<file path="config.mk">
export PLATFORM = sky130hd
export DESIGN_NAME = uart_tx_arbiter_flat
export DESIGN_NICKNAME = d
export VERILOG_FILES = /design/src/rtl/uart_tx_arbiter_if.sv /design/src/rtl/uart_tx_arbiter.sv /design/src/flat_wrapper.sv
export SDC_FILE = /design/constraint.sdc
export NUM_CORES = 1
export LEC_CHECK = 0
export BUFFER_PORTS_ARGS = -buffer_cell sky130_fd_sc_hd__buf_2
export CAP_MARGIN = 40
export CELL_PAD_IN_SITES_DETAIL_PLACEMENT = 0
export CELL_PAD_IN_SITES_GLOBAL_PLACEMENT = 2
export CORE_MARGIN = 2
export CORE_UTILIZATION = 32
export DETAILED_ROUTE_END_ITERATION = 16
export PLACE_DENSITY_LB_ADDON = 0.05
export SYNTH_ARGS = -nofsm -noshare
export SYNTH_HDL_FRONTEND = slang
export SYNTH_SLANG_ARGS = --single-unit
</file>
<file path="constraint.sdc">
create_clock -name clk -period 3.7 [get_ports clk]
set_input_delay 0.74 -clock clk [delete_from_list [all_inputs] [get_ports clk]]
set_output_delay 0.74 -clock clk [all_outputs]
set_load 0.05 [all_outputs]
</file>
<file path="src/rtl/uart_tx_arbiter_if.sv">
// Handshake bundle between byte requesters, the arbiter and the UART transmitter.
interface uart_tx_arbiter_if #(
  parameter int NUM_REQ = 4
);
  logic                   enable;
  logic [NUM_REQ-1:0]     req;
  logic [NUM_REQ-1:0]     lock;
  logic [8*NUM_REQ-1:0]   req_data;
  logic [NUM_REQ-1:0]     ack;
  logic                   txrdy;
  logic [7:0]             tx_hold_reg;
  logic                   rst_tx_empty;
  logic [NUM_REQ-1:0]     grant;
  logic                   busy;
  logic                   timeout_err;
  logic                   err_clr;

  // Requester / transmitter side.
  modport master (
    output enable, req, lock, req_data, txrdy, err_clr,
    input  ack, tx_hold_reg, rst_tx_empty, grant, busy, timeout_err
  );

  // Arbiter side.
  modport slave (
    input  enable, req, lock, req_data, txrdy, err_clr,
    output ack, tx_hold_reg, rst_tx_empty, grant, busy, timeout_err
  );
endinterface

</file>
<file path="src/rtl/uart_tx_arbiter.sv">
// Arbitrates byte requesters onto one UART transmit holding register.
// Round-robin with optional burst locking, plus a watchdog on the transmitter
// taking the byte.
module uart_tx_arbiter #(
  parameter int NUM_REQ   = 4,
  parameter int MAX_BURST = 4,
  parameter int TIMEOUT   = 15
) (
  input logic               clk,
  input logic               reset,
  uart_tx_arbiter_if.slave  bus
);
  localparam int IW = (NUM_REQ > 1) ? $clog2(NUM_REQ) : 1;

  typedef enum logic {IDLE, WAIT_TAKEN} state_t;

  state_t             state;
  logic [IW-1:0]      rr_ptr;
  logic [IW-1:0]      owner;
  logic               owner_vld;
  logic [3:0]         burst_cnt;
  logic [7:0]         wait_cnt;

  logic               keep;
  logic               rr_hit;
  logic [IW-1:0]      rr_win;
  logic [IW-1:0]      win;
  logic [IW-1:0]      win_next;
  logic [NUM_REQ-1:0] win_oh;
  logic               grant_ok;

  // Winner selection: sticky owner while its burst is allowed, else first
  // request at or above rr_ptr with wrap.
  always_comb begin
    rr_hit = 1'b0;
    rr_win = '0;
    for (int i = 0; i < NUM_REQ; i++) begin
      if (!rr_hit && bus.req[(int'(rr_ptr) + i) % NUM_REQ]) begin
        rr_hit = 1'b1;
        rr_win = IW'((int'(rr_ptr) + i) % NUM_REQ);
      end
    end
    keep     = owner_vld && bus.lock[owner] && bus.req[owner] &&
               (burst_cnt < 4'(MAX_BURST));
    win      = keep ? owner : rr_win;
    win_next = (win == IW'(NUM_REQ - 1)) ? '0 : win + 1'b1;
    win_oh   = '0;
    win_oh[win] = 1'b1;
    grant_ok = bus.enable && bus.txrdy && (|bus.req);
  end

  // Two-state transfer FSM with all outputs registered.
  always_ff @(posedge clk or posedge reset) begin
    if (reset) begin
      state            <= IDLE;
      bus.tx_hold_reg  <= 8'h00;
      bus.rst_tx_empty <= 1'b0;
      bus.ack          <= '0;
      bus.grant        <= '0;
      bus.busy         <= 1'b0;
      bus.timeout_err  <= 1'b0;
      rr_ptr           <= '0;
      owner            <= '0;
      owner_vld        <= 1'b0;
      burst_cnt        <= '0;
      wait_cnt         <= '0;
    end else begin
      bus.ack          <= '0;
      bus.rst_tx_empty <= 1'b0;
      // Clear first so a same-cycle timeout below overrides it.
      if (bus.err_clr) bus.timeout_err <= 1'b0;
      if (state == IDLE) begin
        if (grant_ok) begin
          bus.tx_hold_reg  <= bus.req_data[int'(win)*8 +: 8];
          bus.ack          <= win_oh;
          bus.rst_tx_empty <= 1'b1;
          bus.grant        <= win_oh;
          bus.busy         <= 1'b1;
          state            <= WAIT_TAKEN;
          burst_cnt        <= keep ? burst_cnt + 4'd1 : 4'd1;
          rr_ptr           <= win_next;
          owner            <= win;
          owner_vld        <= 1'b1;
          wait_cnt         <= '0;
        end
      end else begin
        if (!bus.txrdy) begin
          state    <= IDLE;
          bus.busy <= 1'b0;
          wait_cnt <= '0;
        end else if (wait_cnt == 8'(TIMEOUT - 1)) begin
          // Transmitter never took the byte: flag it and give up, no retry.
          bus.timeout_err <= 1'b1;
          state           <= IDLE;
          bus.busy        <= 1'b0;
          wait_cnt        <= '0;
        end else begin
          wait_cnt <= wait_cnt + 8'd1;
        end
      end
    end
  end
endmodule

</file>
<file path="src/flat_wrapper.sv">
// flat-port wrapper written by rule: the top's interface ports become plain ports
module uart_tx_arbiter_flat 
#(
  parameter int NUM_REQ   = 4,
  parameter int MAX_BURST = 4,
  parameter int TIMEOUT   = 15
)
  (clk, reset, bus_enable, bus_req, bus_lock, bus_req_data, bus_txrdy, bus_err_clr, bus_ack, bus_tx_hold_reg, bus_rst_tx_empty, bus_grant, bus_busy, bus_timeout_err);
  uart_tx_arbiter_if #(.NUM_REQ(NUM_REQ)) bus_i ();
  input logic clk;
  input logic reset;
  input wire logic [$bits(bus_i.enable)-1:0] bus_enable;
  input wire logic [$bits(bus_i.req)-1:0] bus_req;
  input wire logic [$bits(bus_i.lock)-1:0] bus_lock;
  input wire logic [$bits(bus_i.req_data)-1:0] bus_req_data;
  input wire logic [$bits(bus_i.txrdy)-1:0] bus_txrdy;
  input wire logic [$bits(bus_i.err_clr)-1:0] bus_err_clr;
  output wire logic [$bits(bus_i.ack)-1:0] bus_ack;
  output wire logic [$bits(bus_i.tx_hold_reg)-1:0] bus_tx_hold_reg;
  output wire logic [$bits(bus_i.rst_tx_empty)-1:0] bus_rst_tx_empty;
  output wire logic [$bits(bus_i.grant)-1:0] bus_grant;
  output wire logic [$bits(bus_i.busy)-1:0] bus_busy;
  output wire logic [$bits(bus_i.timeout_err)-1:0] bus_timeout_err;
  assign bus_i.enable = bus_enable;
  assign bus_i.req = bus_req;
  assign bus_i.lock = bus_lock;
  assign bus_i.req_data = bus_req_data;
  assign bus_i.txrdy = bus_txrdy;
  assign bus_i.err_clr = bus_err_clr;
  assign bus_ack = bus_i.ack;
  assign bus_tx_hold_reg = bus_i.tx_hold_reg;
  assign bus_rst_tx_empty = bus_i.rst_tx_empty;
  assign bus_grant = bus_i.grant;
  assign bus_busy = bus_i.busy;
  assign bus_timeout_err = bus_i.timeout_err;
  uart_tx_arbiter #(.NUM_REQ(NUM_REQ), .MAX_BURST(MAX_BURST), .TIMEOUT(TIMEOUT)) u_core (.clk(clk), .reset(reset), .bus(bus_i));
endmodule
</file>
==> results of run 1 <==
[layout make-up]
class                   count  area [sq um]  share of cell area [%]
clock buffers               7          86.3                    3.61
multi-input cells         141           905                    37.9
inverters                   8          32.5                    1.36
repair buffers             67           345                    14.5
well taps                  75          93.8                    3.93
flip-flops and latches     37           926                    38.8
[kinds of logic (layout without fill, tap and decap cells)]
family | count (synthesis) | after routing | synth area share [%]
simple gates | 70 | 70 | 19.7
compound gates | 57 | 57 | 19.8
flops | 37 | 37 | 48.4
buf+inv | 15 | 82 | 4.38
mux | 8 | 8 | 4.18
fa+ha+maj | 4 | 4 | 2.61
xor+xnor | 2 | 2 | 0.915
[path summary, 6_finish.rpt]
kind                                           from                        end  slack [ns]  depth (start not counted)
worst min register to register  u_core.bus.grant[0]        u_core.bus.grant[0]        0.47                          1
max in group asynchronous                     reset         u_core.wait_cnt[2]        2.82                          3
worst min-delay path            u_core.bus.grant[0]        u_core.bus.grant[0]        0.47                          1
worst max-delay path                     bus_req[3]  u_core.bus.tx_hold_reg[7]        1.33                          7
min in group asynchronous                     reset        u_core.burst_cnt[3]        0.56                          3
worst max register to register  u_core.burst_cnt[2]           u_core.rr_ptr[1]        1.45                          8
[power by group through the flow]
stage | clock (W) | combinational, W | sequential, W
after detailed placement | 0 | 0.000869 | 0.000595
final | 0.000283 | 0.000860 | 0.000588
after CTS | 0.000292 | 0.000871 | 0.000589
after global routing | 0.000312 | 0.000938 | 0.000607
after floorplan | 0 | 0.000476 | 0.000821
after global placement | 0 | 0.000871 | 0.000598
[worst reg2reg max path, delay by kind of cell (launching register included)]
kind	cells	cell delay, ns
AOI/OAI and AO/OA	3	0.46
adders and majority gates	1	0.28
buffers and inverters	2	0.39
DFF	1	0.40
and+or+nand+nor	2	0.65
[per-stage QoR]
stage / hold slack, ns / util [%] / setup slack (ns) / area (sq um)
floorplan: 0.439 / - / 1.29 / 1910
global placement: 0.457 / 39.3 / 0.967 / 2300
detailed placement: 0.460 / 39.3 / 0.980 / 2300
CTS: 0.477 / 40.8 / 1.28 / 2390
global route: 0.506 / 40.8 / 1.12 / 2390
finish: 0.471 / 40.8 / 1.33 / 2390
[synth_stat cells, types with 2 or more instances]
library cell	instances
a21o_1	4
a21oi_1	6
a22o_1	2
a31oi_1	2
and2_1	3
clkbuf_1	4
dfrtp_1	37
ha_1	4
inv_1	7
mux2i_1	8
nand2_1	24
nand2b_1	2
nand3_1	5
nand4_1	2
nor2_1	10
nor2b_1	4
nor4_1	2
o211ai_1	16
o21ai_0	17
o22ai_1	2
o31ai_1	2
or3_2	8
xor2_1	2
[per-layer routing]
layer / wire (um) / vias to the layer above
met3: 266 / 4
met4: 48 / 0
met5: 0 / -
li1: - / 839
met2: 2030 / 49
met1: 2160 / 726
==> metrics.md, run 1 <==
| Metric | Value |
|---|---|
| Max-cap violations | 0 |
| Hpwl dp | around 3300 um |
| Tmin final | 2.37 ns |
| Clock buffer depth | 2 |
| HP Class | reg -> reg |
| DR pass1 iterations | 4 |
| Finished Layout Cells | 335 |
| Worst-Skew Late Latency | 0.28 ns |
| Fill count | 595 |
| First-pass GRT wire length | 7780 um |
| TNS Setup | 0 ns |
| Top cell type's share of synthesized area | between 40% and 50% |
| RSZ-0062 raised after global routing | false |
| Pwr Density | 724 nW/um^2 |
| CP dominant cell by count | o211ai_1 |
| I/O pins | 64 |
| Arrival time at the worst endpoint | 2.58 ns |
| Maximum vdd drop | 0.461 mV |
| Mapped Nets | 242 |
| Post-CTS sizing | 0 |
| Htree depth | 2 |
| Pwr Total | 0.00173 W |
| Run status | finished, final reports clean |
| Synthesized area per cell | 9.92 sq um |
| CTS clk-pin slew, worst paths | 0.07 ns |
| Setup violations, final | 0 |
| Worst Max-Slew Pin Slew | 0.811 ns |
| Diodes inserted | 0 |
| Slowest stage delay, CP | 0.67 ns |
| Crit-path slowest cell | a211oi_2 |
| Clock Sinks | 37 |
| Global route hottest layer | met2 |
| Core Box Area | slightly below 6000 sq um |
| Switching portion of total power | 45.1% |
| Lkg Pwr | 1.20 nW |
| Ys flop type | dfrtp_1 |
| Seq/Total Area, Yosys | between 40% and 50% |
| Post-CTS Setup Bufs | 0 |
| CTS Root Cell | clkbuf_8 |
| Relative slew margins | 45.8% |
| Antenna violations before repair | 0 |
| M3 GR Usage | 3.89% |
| Die H | ~81 um |
| Commonest cells after routing, fill and taps aside | buf_2 (63), dfrtp_1 (37), nand2_1 (24), o21ai_0 (17), o211ai_1 (16) |
| Grt met2 use | around 24% |
| CTS tree | built |
| Worst Setup End Kind | flip-flop |
| Fin crit share | between 60 and 70% |
| Post-Route WL | 4500 um |
| Setup Skew | 0.00490 ns |
| Mapped Cells | 193 |
| Internal power | 0.000949 W |
| Die area | 6620 sq um |
| CP startpoint kind | input pin |
| Crit path cell chain | buf_2 > nor4_1 > or3_1 > buf_4 > a211oi_2 > o211ai_1 > o211ai_1 |
| Dpl cells | 328 |
| Met1 usage | about a fifth |
| Final Hold Viols | 0 |
| Clock share of power | 16.3% |
| Grt total ovfl | 0 |
| Largest net degree at the start of global routing | 38 |
| Sequential power share | 34.0% |
| Starting Density | approximately 33% |
| Post-synth ARST share | 100% |
| Synth unique cells | between 40 and 50 |
| Site row count | 28 |
| Bufs and invs on worst path | 2 |
| Routed len/inst | ~13 um |
| Mapped Area | about 1900 sq um |
| Synth area leaders | dfrtp_1 (48%), o211ai_1 (6.3%), nand2_1 (4.7%), o21ai_0 (4.4%), mux2i_1 (4.2%) |
| Post-DRT Antenna Nets | 0 |
| Nets@finish | 309 |
| CP Data Required Time | 3.90 ns |
| Total net switching power | 0.000781 W |
| CP max FO | 25 |
| # port buffers | 63 |
| Fraction of layout cells with a size suffix above 1 | 33.5% |
| YS warnings | 0 |
| Total Routing Usage GR | 15.5% |
| Die X | 81.3 um |
| Crit path kind | in -> reg |
| Area Growth Syn to Fin | 24.8% |
| Number of synthesized flops with an enable pin | 0 |
| CTS Buf Count | 5 |
| DRC | 0 |
| Post-synthesis cell type with the largest combined area | dfrtp_1 |
| Via density | ~4.8 |
| CTS Hold Bufs | 0 |
| Slew Limit Fails | 0 |
| CP top delay family | compound AO/OA/AOI/OAI gates |
| Fmax | 0.421 GHz |
| Via count | between 1.5k and 2k |
| Gpl congestion | 0.712 |
| Detailed Route Iter0 Violations | 74 |
| FF+latch count, synth | 37 |
| Vias in the first global route | 1633 |
| Gate power share | 49.7% |
| Commonest non-fill, non-tap cell in the layout | buf_2 |
(Power assumes the default switching activity.)
==> run 2: changes to the inputs <==
CORE_UTILIZATION = 27   (was 32)
clock period = 2 ns   (was 3.7 ns; I/O delays follow)
==> run 2 against run 1 <==
Largest power group unchanged. First-iteration DRC count is 2.7% higher. Via count is 7.0% higher. Clock power is 81% higher. Die area is 18% higher. Utilization is 0.072 points higher. Largest cell class is now multi-input combinational cells. Sequential share of layout area is 5.6 points lower.
==> metrics.md, run 2 (synthesis gave the netlist of run 1 again) <==
| Metric | Value |
|---|---|
| Run status | finished, final reports clean |
| Via density | 4.51 |
| Fin crit share | 99.1% |
| Largest net degree at the start of global routing | 38 |
| Pwr Density | 1380 nW/um^2 |
| Arrival time at the worst endpoint | between 2 and 2.5 ns |
| TNS Setup | 0 ns |
| Die area | between 7000 and 8000 sq um |
| CP startpoint kind | flip-flop |
| Pre-CTS setup slack | -0.321 ns |
| Gpl congestion | 0.767 |
| Worst Max-Slew Pin Slew | 0.521 ns |
| Post-Route WL | 5240 um |
| CTS Root Cell | clkbuf_8 |
| Max-cap violations | 0 |
| Fmax | 0.504 GHz |
| DRC | 0 |
| CP top delay family | simple AND/OR/NAND/NOR gates |
| Via count | 1732 |
| Reg area | 926 sq um |
| Slowest stage delay, CP | 0.43 ns |
| Htree depth | 2 |
| Crit path kind | reg -> reg |
| Site row count | 30 |
| CP Data Required Time | 2.16 ns |
| Crit-path slowest cell | dfrtp_1 |
| Clock Sinks | 37 |
| DR pass1 iterations | 4 |
| Cell count along the critical path | 7 |
| Worst reg2reg path depth | 7 |
| Commonest cells after routing, fill and taps aside | buf_2 (63), dfrtp_1 (37), buf_4 (26), nand2_1 (24), o211ai_1 (16) |
| Nets@finish | 336 |
| Bufs and invs on worst path | 1 |
| Setup Skew | 0.00755 ns |
| Area Growth Syn to Fin | 45.9% |
| First-pass GRT wire length | 8740 um |
| Post-DRT Antenna Nets | 0 |
| CP max FO | 8 |
| Maximum vdd drop | 0.746 mV |
| CTS Hold Bufs | 0 |
| Die H | 88.2 um |
| CTS Buf Count | 5 |
| Setup WS post-layout | 0.0177 ns |
| Worst-Skew Late Latency | 0.29 ns |
| Setup violations, final | 0 |
| Hpwl dp | 3810 um |
| Crit path cell chain | or3b_4 > a31oi_4 > a21oi_4 > or2_4 > clkinv_8 > mux2i_1 > o211ai_1 |
| Core Box Area | between 6000 and 7000 sq um |
| RSZ-0062 raised after global routing | true |
| Tmin final | 1.98 ns |
| # port buffers | 63 |
| Final Hold Viols | 0 |
| Footprint of the multi-input gates | 1050 sq um |
| Lkg Pwr | between 1 and 1.5 nW |
| Starting Density | 28.0% |
| Vias in the first global route | between 1.5k and 2k |
| Slew Limit Fails | 0 |
| HP Class | in -> async |
| Clock buffer depth | 2 |
| Fraction of layout cells with a size suffix above 1 | 44.8% |
| Fill count | 735 |
| Routed len/inst | 13.6 um |
| CTS clk-pin slew, worst paths | 0.08 ns |
| Relative slew margins | between 60 and 70% |
| Detailed Route Iter0 Violations | 76 |
| Total Routing Usage GR | 14.5% |
| Antenna violations before repair | 0 |
| Grt total ovfl | 0 |
| CTS tree | built |
| I/O pins | 64 |
| Diodes inserted | 0 |
| Commonest non-fill, non-tap cell in the layout | buf_2 |
| Worst Setup End Kind | flip-flop |
| Die X | 88.2 um |
run 2: final timing paths:
check / startpoint / to / slack [ns]
max in group asynchronous: reset / u_core.owner_vld / 1.42
setup reg to reg: u_core.burst_cnt[3] / u_core.bus.tx_hold_reg[3] / 0.02
hold reg to reg: u_core.burst_cnt[0] / u_core.burst_cnt[0] / 0.47
hold / removal: reset / u_core.wait_cnt[0] / 0.23
setup / recovery: u_core.burst_cnt[3] / u_core.bus.tx_hold_reg[3] / 0.02
min in group clk: bus_err_clr / u_core.bus.timeout_err / 0.30
run 2: worst min-delay path: stages:
cell   delay (ns)
buf_2        0.09
inv_1        0.04
buf_4        0.43
run 2: what timing repair did:
action | CTS | global route
resized for setup | 12 | 21
setup buffers | 1 | 5
endpoints found under the setup margin | 16 | 12
pin swaps | 2 | 14
cloned | 1 | 0
run 2: area by class of cell:
cell class	count	share of cell area, %
Multi-Input combinational cell	141	37.6
Timing Repair inverter	1	0.313
Sequential cell	37	33.1
Clock buffer	6	2.60
Timing Repair Buffer	93	20.2
Clock inverter	2	0.358
Inverter	8	1.52
Tap cell	96	4.30
run 2: per-stage QoR:
stage	instances	hold slack, ns	total power [W]	cell area, sq um	utilization [%]
2_1_floorplan	193	0.439	0.00241	1920	-
3_3_place_gp	369	0.464	0.00294	2490	36.4
3_5_place_dp	369	0.468	0.00292	2490	36.4
4_1_cts	379	0.239	0.00361	2640	38.6
5_1_grt	384	0.268	0.00413	2790	40.9
6_report	384	0.226	0.00385	2790	40.9
run 2: where the power goes:
| part | leakage [nW] | switching [W] | internal [W] |
|---|---|---|---|
| clock network | 0.0450 | 0.000271 | 0.000242 |
| registers | 0.475 | 0.000135 | 0.000946 |
| logic | 0.839 | 0.00130 | 0.000956 |
| total | 1.36 | 0.00171 | 0.00214 |
run 2: metal layers:
layer  part of all wire (%)  track usage, %  vias to the layer above  routed length (um)
met4                   0.69            4.13                        0                  36
met2                     43            22.8                       51                2240
met5                      0               0                        -                   0
li1                       -               -                      889                   -
met3                    6.8            4.52                        4                 356
met1                     50            19.3                      788                2610
